[config.mk]
export PLATFORM = sky130hd
export DESIGN_NAME = rtc_alarm_host
export DESIGN_NICKNAME = d
export VERILOG_FILES = /design/src/rtl/rtc_alarm_host.sv
export SDC_FILE = /design/constraint.sdc
export NUM_CORES = 1
export LEC_CHECK = 0
export BUFFER_PORTS_ARGS = -buffer_cell sky130_fd_sc_hd__buf_2
export CELL_PAD_IN_SITES_DETAIL_PLACEMENT = 1
export CELL_PAD_IN_SITES_GLOBAL_PLACEMENT = 2
export CORE_ASPECT_RATIO = 0.8
export CORE_MARGIN = 5
export CORE_UTILIZATION = 37
export DETAILED_ROUTE_END_ITERATION = 10
export PLACE_DENSITY = 0.87
export SLEW_MARGIN = 5
export SYNTH_ARGS = -nofsm -noshare
export SYNTH_HDL_FRONTEND = slang
export SYNTH_SLANG_ARGS = --single-unit
export TNS_END_PERCENT = 20
[constraint.sdc]
create_clock -name clk_i -period 4.6 [get_ports clk_i]
set_input_delay 0.46 -clock clk_i [delete_from_list [all_inputs] [get_ports clk_i]]
set_output_delay 0.46 -clock clk_i [all_outputs]
set_load 0.05 [all_outputs]
[src/rtl/rtc_alarm_host.sv]
// RTC alarm register host: alarm compare regs, snapshot handshake to the irq controller, irq_o. Optional RTC_ALARM_HOST_ERR_EN adds rsp_err_o and a read-while-busy counter.
// Latency: response 1 cycle after acceptance, 3 cycles for a snapshot write.
// Backpressure: one transaction in flight; req_ready_o low until the response is taken via rsp_ready_i.
module rtc_alarm_host (
   input  logic        clk_i,
   input  logic        rstn_i,
   input  logic        req_valid_i,
   output logic        req_ready_o,
   input  logic        req_we_i,
   input  logic [2:0]  req_addr_i,
   input  logic [31:0] req_wdata_i,
   output logic        rsp_valid_o,
   input  logic        rsp_ready_i,
   output logic [31:0] rsp_rdata_o,
   output logic [5:0]  alarm_sec_o,
   output logic [5:0]  alarm_min_o,
   output logic [5:0]  alarm_hour_o,
   output logic [1:0]  alarm_mode_o,
   output logic [2:0]  alarm_day_of_week_o,
   output logic [4:0]  alarm_day_of_month_o,
   output logic [3:0]  alarm_month_o,
   output logic [11:0] alarm_year_o,
   input  logic        irq_match_i,
   output logic        snap_req_o,
   input  logic [5:0]  snap_sec_i,
   input  logic [5:0]  snap_min_i,
   input  logic [5:0]  snap_hour_i,
   input  logic [1:0]  snap_mode_i,
   input  logic [2:0]  snap_day_of_week_i,
   input  logic [4:0]  snap_day_of_month_i,
   input  logic [3:0]  snap_month_i,
   input  logic [11:0] snap_year_i,
   output logic        irq_o
`ifdef RTC_ALARM_HOST_ERR_EN
   ,
   output logic        rsp_err_o
`endif
);

   localparam logic [2:0] A_TIME  = 3'd0;
   localparam logic [2:0] A_DATE  = 3'd1;
   localparam logic [2:0] A_CTRL  = 3'd2;
   localparam logic [2:0] A_STAT  = 3'd3;
   localparam logic [2:0] A_STIME = 3'd4;
   localparam logic [2:0] A_SDATE = 3'd5;
   localparam logic [2:0] A_BUSY  = 3'd6;

   typedef enum logic [1:0] {
      ST_IDLE,
      ST_SNAP_REQ,
      ST_SNAP_WAIT,
      ST_RESP
   } state_t;

   state_t      state_q, state_d;
   logic        live_q, live_d;
   logic [22:0] time_q, time_d;
   logic [20:0] date_q, date_d;
   logic        en_q, en_d;
   logic        pend_q, pend_d;
   logic        snapv_q, snapv_d;
   logic [22:0] stime_q, stime_d;
   logic [20:0] sdate_q, sdate_d;
   logic [31:0] rdata_q, rdata_d;
   logic        match_q, match_d;
   logic        irq_q, irq_d;
`ifdef RTC_ALARM_HOST_ERR_EN
   logic        err_q, err_d;
   logic [3:0]  busy_q, busy_d;
`endif

   logic        accept;
   logic        wr;
   logic        rise;
   logic [31:0] rd_val;
   logic        unused_w;

   assign unused_w = ^req_wdata_i[31:23];

   // live_q keeps ready low through reset and the first clock after release
   assign req_ready_o = live_q & (state_q == ST_IDLE);
   assign rsp_valid_o = (state_q == ST_RESP);
   assign snap_req_o  = (state_q == ST_SNAP_REQ);
   assign rsp_rdata_o = rdata_q;
   assign irq_o       = irq_q;
`ifdef RTC_ALARM_HOST_ERR_EN
   assign rsp_err_o   = err_q;
`endif

   assign alarm_sec_o          = time_q[5:0];
   assign alarm_min_o          = time_q[11:6];
   assign alarm_hour_o         = time_q[17:12];
   assign alarm_mode_o         = time_q[19:18];
   assign alarm_day_of_week_o  = time_q[22:20];
   assign alarm_day_of_month_o = date_q[4:0];
   assign alarm_month_o        = date_q[8:5];
   assign alarm_year_o         = date_q[20:9];

   assign accept = req_valid_i & req_ready_o;
   assign wr     = accept & req_we_i;
   assign rise   = irq_match_i & ~match_q;

   always_comb begin
      rd_val = '0;
      case (req_addr_i)
         A_TIME:  rd_val = {9'd0, time_q};
         A_DATE:  rd_val = {11'd0, date_q};
         A_CTRL:  rd_val = {31'd0, en_q};
         A_STAT:  rd_val = {30'd0, snapv_q, pend_q};
         A_STIME: rd_val = {9'd0, stime_q};
         A_SDATE: rd_val = {11'd0, sdate_q};
`ifdef RTC_ALARM_HOST_ERR_EN
         A_BUSY:  rd_val = {28'd0, busy_q};
`endif
         default: rd_val = '0;
      endcase
   end

   always_comb begin
      state_d = state_q;
      live_d  = 1'b1;
      time_d  = time_q;
      date_d  = date_q;
      en_d    = en_q;
      pend_d  = pend_q;
      snapv_d = snapv_q;
      stime_d = stime_q;
      sdate_d = sdate_q;
      rdata_d = rdata_q;
      match_d = irq_match_i;
`ifdef RTC_ALARM_HOST_ERR_EN
      err_d   = err_q;
      busy_d  = busy_q;
      if (req_valid_i && !req_we_i && !req_ready_o && busy_q != 4'hF)
         busy_d = busy_q + 4'd1;
`endif

      case (state_q)
         ST_IDLE: begin
            if (accept) begin
               rdata_d = req_we_i ? 32'd0 : rd_val;
`ifdef RTC_ALARM_HOST_ERR_EN
               err_d = (req_addr_i == 3'd7) ||
                       (req_we_i && (req_addr_i == A_STIME || req_addr_i == A_SDATE ||
                                     req_addr_i == A_BUSY));
`endif
               if (wr && req_addr_i == A_CTRL && req_wdata_i[1])
                  state_d = ST_SNAP_REQ;
               else
                  state_d = ST_RESP;
            end
         end
         ST_SNAP_REQ: state_d = ST_SNAP_WAIT;
         ST_SNAP_WAIT: begin
            stime_d = {snap_day_of_week_i, snap_mode_i, snap_hour_i, snap_min_i, snap_sec_i};
            sdate_d = {snap_year_i, snap_month_i, snap_day_of_month_i};
            snapv_d = 1'b1;
            state_d = ST_RESP;
         end
         ST_RESP: if (rsp_ready_i) state_d = ST_IDLE;
         default: state_d = ST_IDLE;
      endcase

      if (wr) begin
         case (req_addr_i)
            A_TIME: begin
               time_d  = req_wdata_i[22:0];
               pend_d  = 1'b0;
               snapv_d = 1'b0;
            end
            A_DATE: begin
               date_d  = req_wdata_i[20:0];
               pend_d  = 1'b0;
               snapv_d = 1'b0;
            end
            A_CTRL: en_d = req_wdata_i[0];
            A_STAT: if (req_wdata_i[0]) pend_d = 1'b0;
            default: ;
         endcase
      end

      // a fresh match edge beats any clear in the same cycle
      if (rise && en_q) pend_d = 1'b1;
      irq_d = pend_d & en_d;
   end

   always_ff @(posedge clk_i or negedge rstn_i) begin
      if (!rstn_i) begin
         state_q <= ST_IDLE;
         live_q  <= 1'b0;
         time_q  <= '0;
         date_q  <= '0;
         en_q    <= 1'b0;
         pend_q  <= 1'b0;
         snapv_q <= 1'b0;
         stime_q <= '0;
         sdate_q <= '0;
         rdata_q <= '0;
         match_q <= 1'b0;
         irq_q   <= 1'b0;
`ifdef RTC_ALARM_HOST_ERR_EN
         err_q   <= 1'b0;
         busy_q  <= '0;
`endif
      end else begin
         state_q <= state_d;
         live_q  <= live_d;
         time_q  <= time_d;
         date_q  <= date_d;
         en_q    <= en_d;
         pend_q  <= pend_d;
         snapv_q <= snapv_d;
         stime_q <= stime_d;
         sdate_q <= sdate_d;
         rdata_q <= rdata_d;
         match_q <= match_d;
         irq_q   <= irq_d;
`ifdef RTC_ALARM_HOST_ERR_EN
         err_q   <= err_d;
         busy_q  <= busy_d;
`endif
      end
   end

endmodule

* Word level (Yosys, flattened, before mapping)
Index checks and enable logic that the tools add are counted.
Storage, ports and cells: word-level logic and storage cells 53, output and inout port bits 80, register bits 128
Operators by class: multiplexer cells 15, equal/unequal tests 10, bitwise gates (word level) 6, reduce and logical (&&, ||, !) cells 10
Operators with widths (count):
- 23-bit one-hot mux with 6 select lines | 1
- 32-bit 2-to-1 mux | 1
- 1-bit 2-to-1 mux | 8
- 2-bit one-hot mux with 4 select lines | 1
- 2-bit AND reduction | 4
- 3-bit by 2-bit equality test with 1-bit output (second input constant) | 2
- 3-bit equality test (second input constant) | 2
- 2-bit 2-to-1 mux | 3
- 1-bit AND | 5
- 2-bit equality test (second input constant) | 2
- 3-bit by 1-bit equality test with 1-bit output (second input constant) | 1
- 1-bit logical AND | 3
- 3-bit zero test | 1
- 2-bit by 1-bit equality test with 1-bit output (second input constant) | 1
- 2-bit zero test | 1
- 2-bit by 1-bit != test with 1-bit output (second input constant) | 1
- 2-bit != test (second input constant) | 1
- 1-bit one-hot mux with 2 select lines | 1
- 2-bit OR reduction | 1
- 1-bit NOT | 1

* Depth between registers and ports, before layout
Gate-level depths: netlist of the first run.
depth in word-level cells 9, depth in mapped cells 7, mapped depth without buffers 5

* Worst setup path after synthesis of the first run
No wires, ideal clock.
path kind reg-to-reg, from register state_q[0], to register time_q[10], library setup time 0.125 ns, path buffers 2, stages on the path, launching flop included 8, arrival 1.851 ns, setup slack 2.624 ns, cells stage by stage dfrtp_1 > inv_1 > ha_1 > nand3_1 > or4_1 > buf_2 > buf_6 > mux2_4
Between the ends: word-level cells in the longest chain between the ends 5
RTL lines:
- from (decl) | RTL line 55 | state_t state_q, state_d;
- from (signal assigned) | RTL line 206 | state_q <= state_d;
- 2-bit zero test | RTL line 81 | assign req_ready_o = live_q & (state_q == ST_IDLE);
- 1-bit AND | RTL line 81
- 1-bit AND | RTL line 99 | assign accept = req_valid_i & req_ready_o;
- 1-bit AND | RTL line 100 | assign wr = accept & req_we_i;
- 2-bit AND reduction (no line)
- to (signal assigned) | RTL line 208 | time_q <= time_d;
- to (decl) | RTL line 57 | logic [22:0] time_q, time_d;
No other way between the ends. A chain may end at the register's enable or synchronous reset.

* Worst setup path in the final report of the first run
from register state_q[1], to register time_q[19]
The elaborated chain is that of the path after synthesis.

==> key figures, run 1 <==
Timing
  – Slew margin rel.: 0.208
  – Final worst-path cycle share: 0.622
  – Highest clock rate: about 0.35 GHz
  – Setup Skew: 8.36 ps
  – Setup-failing EPs final: 0
  – Final-report max-slew violation count: 0
  – Worst-Margin Slew: approximately 1200 ps
  – Final Hold Viols: 0
  – Crit path time final: between 2000 and 3000 ps
  – Setup TNS: 0 ps
  – RSZ-0062 raised after global routing: no

Worst setup path
  – CP Data Required Time: around 5000 ps
  – Critical Path End Type: register
  – Critical Path AT: between 3000 and 4000 ps
  – Worst Setup Path Type: register to register
  – Reg2Reg Setup Slack: between 1500 and 2000 ps
  – Highest fanout seen on the critical path: 31
  – Setup crit start kind: register

Route
  – TritonRoute pass-1 iters: 4
  – Via count: between 3000 and 4000
  – Vias per cell: 5.13
  – Post-route DRC: 0
  – WL/cell: 21.0 um
  – ANT nets after route: 0
  – Total routed wirelength: around 14 mm
  – Number of DRC markers in iteration 0: 150

Global routing
  – Vias in the first global route: approximately 3900
  – GRT Total Usage: 0.180
  – Initial antenna violation count: 0
  – Largest net degree at the start of global routing: between 60 and 70
  – Gr ovfl total: 0
  – Global-route wire length before repair: ~22 mm

Power
  – Pwr/cell area: roughly 680 mW/mm^2
  – LEAKAGE: 0.00340 uW
  – Peak supply drop: 0.330 mV

Floorplanning
  – Rows: 39
  – Die width: around 140 um
  – Die Span Y: around 120 um
  – Starting Density: 0.373
  – Die area: roughly 0.017 sq mm
  – Core area: 0.0141 sq mm
  – I/O pins: roughly 170

CTS
  – Clk_lat worst skew: around 420 ps
  – Cts bufs inserted: 17
  – Setup repair bufs after CTS: 0
  – Htree depth: 4
  – Clk slew on worst S/H paths: 60 ps
  – CTS tree: done
  – Root Driver: clkbuf_16
  – # hold bufs at CTS: 0
  – Maximum clock insertion buffer count: 2
  – Post-CTS resize count: 0
  – Clk sinks: 119

Synth
  – Average size of a mapped cell: around 15 sq um
  – Sequential fraction of the synthesis area: 0.566
  – Synth Cell Area: around 0.0053 sq mm
  – Register bit count reported by yosys: around 120
  – Syn. warnings: 0
  – Post-synth cell types: 37
  – Post-Synthesis Cells: approximately 340

Finish
  – Antenna Cells: 0
  – Nets: 580
  – Non-filler cells, final: 687
  – Fill cell count: roughly 1500
  – Area Overhead vs Synth: 27.9%
  – Fraction of layout instances using a drive strength above 1: 0.594

Placed design
  – DP Wirelength: ~9.6 mm
  – DP Cell Count: between 600 and 700
  – GPL Wtd Cong: 0.726
  – PortBufs: about 150

Min path
  – Type of the worst min-delay path: input port to async pin

Outcome
  – Status: completed

Flow run
  – Max-cap viol count: 0
-- report_power, final --
part / total, uW / switching [uW] / internal, uW
clock network: 1330 / 516 / 813
logic: 1600 / 950 / 649
registers: 1620 / 217 / 1400
total: 4550 / 1680 / 2870
-- path summary, 6_finish.rpt --
path                                  from         endpoint  depth (start not counted)
max                             state_q[1]       time_q[19]                          6
min                                 rstn_i       time_q[13]                          2
max reg2reg                     state_q[1]       time_q[19]                          6
min reg2reg                rsp_rdata_o[21]  rsp_rdata_o[21]                          2
max in group asynchronous           rstn_i       stime_q[4]                          2
min in group clk_i             irq_match_i          match_q                          1
-- critical path, stage by stage (launching register included) --
cell and delay, ps:
dfrtp_1 400, inv_1 140, ha_1 230, nand3_1 90, buf_4 270, or4_2 1130
mux2_4 460
-- cells in the mapped netlist, drive strengths merged --
master,n,share of area
o21ai,4,0.0038
nand4b,1,0.0017
or3,1,0.0012
nand2,8,0.0057
o32a,1,0.0019
nor2,4,0.0029
o41ai,1,0.0017
a21o,1,0.0014
nand3,1,0.00095
mux2i,6,0.011
ha,5,0.012
mux2,91,0.21
buf,19,0.025
and2,1,0.0012
inv,4,0.0029
or4,3,0.0043
a22oi,1,0.0014
o31ai,1,0.0014
a22o,19,0.032
a222oi,1,0.0019
nor4,1,0.0012
nor2b,5,0.0059
a21boi,1,0.0014
or2,1,0.0012
o211ai,2,0.0029
a21oi,3,0.0029
a211o,1,0.0017
nand2b,2,0.0024
clkbuf,11,0.0078
dfrtp,119,0.57
conb,2,0.0014
mux4,19,0.081
a31oi,1,0.0012
-- per-stage QoR --
| step | util | setup WS [ps] | area, sq um | total power, uW | hold WS [ps] |
|---|---|---|---|---|---|
| floorplan | - | 2620 | 5290 | 2830 | 164 |
| global placement | 0.436 | 1720 | 6140 | 3160 | 478 |
| detailed placement | 0.436 | 1670 | 6140 | 3250 | 490 |
| CTS | 0.477 | 1730 | 6730 | 4610 | 135 |
| global route | 0.477 | 1660 | 6730 | 4780 | 134 |
| finish | 0.477 | 1740 | 6730 | 4550 | 150 |
-- cell type report --
cell class                      instances  area, sq um  area share
Clock inverter                         14          150      0.0223
Clock buffer                           18          439      0.0652
Timing Repair Buffer                  152          778       0.116
Tap cell                              184          230      0.0342
Multi-Input combinational cell        196         2140       0.318
Sequential cell                       119         2980       0.442
Inverter                                4         15.0     0.00223
-- cells in the final DEF, fill, tap and decap left out, types with 3 or more instances in the layout --
master / n
a21oi_1: 3
buf_2: 145
mux2i_1: 6
mux2_2: 71
clkbuf_16: 17
conb_1: 10
o21ai_0: 4
inv_1: 4
buf_4: 7
dfrtp_1: 119
nor2_1: 3
clkinvlp_4: 6
mux2_4: 20
mux4_2: 19
inv_6: 3
ha_1: 4
nor2b_1: 5
nand2_1: 8
a22o_1: 19
-- registers in the layout, summed over array words and instances (netlist names) --
signal       count
sdate_q         21
time_q          23
rsp_rdata_o     23
en_q             1
snapv_q          1
state_q          2
irq_o            1
live_q           1
match_q          1
pend_q           1
stime_q         23
date_q          21
-- metal layers --
metal | up-vias | track usage | part of all wire
met5 | - | 0 | 0
met4 | 0 | 0.0602 | 0.012
met1 | 1866 | 0.221 | 0.42
met3 | 13 | 0.0598 | 0.059
met2 | 98 | 0.302 | 0.51
li1 | 1547 | - | -
-- cell families (layout without fill, tap and decap cells) --
logic type / count (synthesis) / after routing / share of synthesized area
and+or+nand+nor: 28 / 28 / 0.0285
adders and majority gates: 5 / 5 / 0.0119
muxes: 116 / 116 / 0.302
AOI/OAI and AO/OA: 37 / 37 / 0.0551
other: 2 / 10 / 0.00143
DFF: 119 / 119 / 0.566
buffers and inverters: 34 / 188 / 0.0357
Note: power is estimated with default switching activity, not from simulation.
==> run 2: changes to the inputs <==
- CORE_UTILIZATION: 37 -> 34
- PLACE_DENSITY: 0.87 -> 0.81
- clock period: 4.6 -> 2.95 ns (I/O delays scaled with it)
==> key figures, run 2 (synthesis gave the netlist of run 1 again) <==
Placed design
  – DP Wirelength: 9.98 mm
  – GPL Wtd Cong: about 0.76
  – Pre-CTS setup slack: about 640 ps
  – PortBufs: 146

Worst setup path
  – CP Data Required Time: around 3300 ps
  – CP cell instances: inv_1, ha_1, nand3_1, buf_4, nor4_2, buf_4, mux2_2
  – Critical Path AT: about 2600 ps
  – Slowest cell on crit path: dfrtp_1
  – Critical Path End Type: register
  – Worst Setup Path Type: register to register
  – Highest fanout seen on the critical path: 20
  – Critical path's largest stage delay: ~400 ps
  – Setup crit start kind: register
  – Most frequent CP cell: buf_4

Route
  – Post-route DRC: 0
  – Via count: roughly 3500
  – WL/cell: 20.1 um
  – Total routed wirelength: 14.5 mm
  – Number of DRC markers in iteration 0: roughly 100
  – ANT nets after route: 0
  – Vias per cell: 4.85
  – TritonRoute pass-1 iters: 4

Finish
  – Multi-input logic area: ~0.0021 sq mm
  – Fraction of layout instances using a drive strength above 1: 0.589
  – Nets: a little under 600
  – Area Overhead vs Synth: 30.7%
  – Antenna Cells: 0
  – Commonest non-fill, non-tap cell in the layout: buf_2
  – Register area: around 0.003 sq mm
  – Fill cell count: 1588
  – Most frequent cells in the layout: 145 x buf_2, 119 x dfrtp_1, 71 x mux2_2

Floorplanning
  – Die width: between 100 and 150 um
  – Die area: ~0.018 sq mm
  – Rows: 40
  – Starting Density: 0.348
  – Core area: about 0.015 sq mm
  – Die Span Y: ~120 um
  – I/O pins: 165

Timing
  – Final worst-path cycle share: 0.778
  – Final Hold Viols: 0
  – Setup TNS: 0 ps
  – Post-route worst setup slack: ~660 ps
  – Slew margin rel.: 0.572
  – Worst-Margin Slew: between 600 and 700 ps
  – Setup Skew: around 5.7 ps
  – RSZ-0062 raised after global routing: no
  – Setup-failing EPs final: 0
  – Crit path time final: roughly 2300 ps
  – Final-report max-slew violation count: 0
  – Highest clock rate: between 0.4 and 0.5 GHz

CTS
  – Clk slew on worst S/H paths: about 60 ps
  – Setup repair bufs after CTS: 0
  – Clk sinks: between 100 and 150
  – Clk_lat worst skew: around 420 ps
  – Post-CTS resize count: 0
  – Maximum clock insertion buffer count: 2
  – Htree depth: 4
  – CTS tree: done
  – Root Driver: clkbuf_16
  – Cts bufs inserted: 17

Power
  – P_sw: ~2600 uW
  – Seq pwr share: 0.348
  – P_int: about 4700 uW
  – Pwr/cell area: 1050 mW/mm^2
  – Net Sw Frac: 0.353
  – LEAKAGE: around 0.0035 uW
  – Combinational cell fraction of total power: 0.350
  – Peak supply drop: roughly 0.41 mV
  – Clock share of power: 0.302

Global routing
  – Largest net degree at the start of global routing: 69
  – Global-route wire length before repair: 22.8 mm
  – GRT Total Usage: 0.167
  – Initial antenna violation count: 0
  – Vias in the first global route: roughly 4000
  – Gr ovfl total: 0

Min path
  – Type of the worst min-delay path: input port to register

Flow run
  – Max-cap viol count: 0

Outcome
  – Status: completed
run 2: cell count changes in the layout (fill, tap and decap cells not counted):
cell,before,now
clkinvlp_4,6,1
buf_4,7,11
clkbuf_1,0,4
inv_6,3,0
buf_12,0,2
bufinv_16,2,4
clkinv_2,2,4
dlygate4sd3_1,0,2
clkbuf_8,1,2
clkinv_4,1,0
run 2: path summary, 6_finish.rpt:
check                           slack [ps]  cells past startpoint              startpoint         endpoint
worst max register to register         660                      7              state_q[0]       date_q[13]
worst min register to register         480                      2         rsp_rdata_o[22]  rsp_rdata_o[22]
min in group asynchronous              320                      2                  rstn_i  rsp_rdata_o[12]
worst min-delay path                   100                      2  snap_day_of_month_i[4]       sdate_q[4]
max in group asynchronous             1900                      3                  rstn_i   rsp_rdata_o[1]
worst max-delay path                   660                      7              state_q[0]       date_q[13]
run 2: power by group through the flow:
stage / combinational, uW / sequential [uW] / clock, uW
2_1_floorplan: 1220 / 3190 / 0
3_3_place_gp: 2480 / 2490 / 0
3_5_place_dp: 2560 / 2540 / 0
4_1_cts: 2580 / 2530 / 2230
5_1_grt: 2700 / 2590 / 2320
6_report: 2530 / 2520 / 2190
run 2: layer usage:
layer  track usage  part of all wire
met5             0                 0
met4        0.0566             0.014
met3        0.0583             0.058
met2         0.285              0.52
met1         0.196              0.41
run 2: area by class of cell:
type / count / area share
sequential: 119 / 0.433
multi-input combinational: 196 / 0.311
timing repair buffer: 160 / 0.126
clock buffer: 23 / 0.0680
tap: 210 / 0.0382
clock inverter: 9 / 0.0215
inverter: 4 / 0.00218
run 2: worst max-delay path: cells and delay by family (launching register included):
| family | cells | cell delay, ps |
|---|---|---|
| buffers and inverters | 3 | 730 |
| muxes | 1 | 390 |
| adders and majority gates | 1 | 230 |
| DFF | 1 | 400 |
| and+or+nand+nor | 2 | 420 |
run 2: repair_timing:
action,CTS,global route
endpoints found under the setup margin,0,0
endpoints found under the hold margin,24,0
hold buffers,2,0
run 2: stage by stage:
step           power, uW  hold WS (ps)  utilization  cell area, sq um  std cells
2_1_floorplan       4410        -0.591            -              5290        349
3_3_place_gp        4970           215        0.413              6240        687
3_5_place_dp        5100           224        0.413              6240        687
4_1_cts             7340          78.8        0.455              6880        721
5_1_grt             7610          79.5        0.455              6880        721
6_report            7240           104        0.455              6880        721
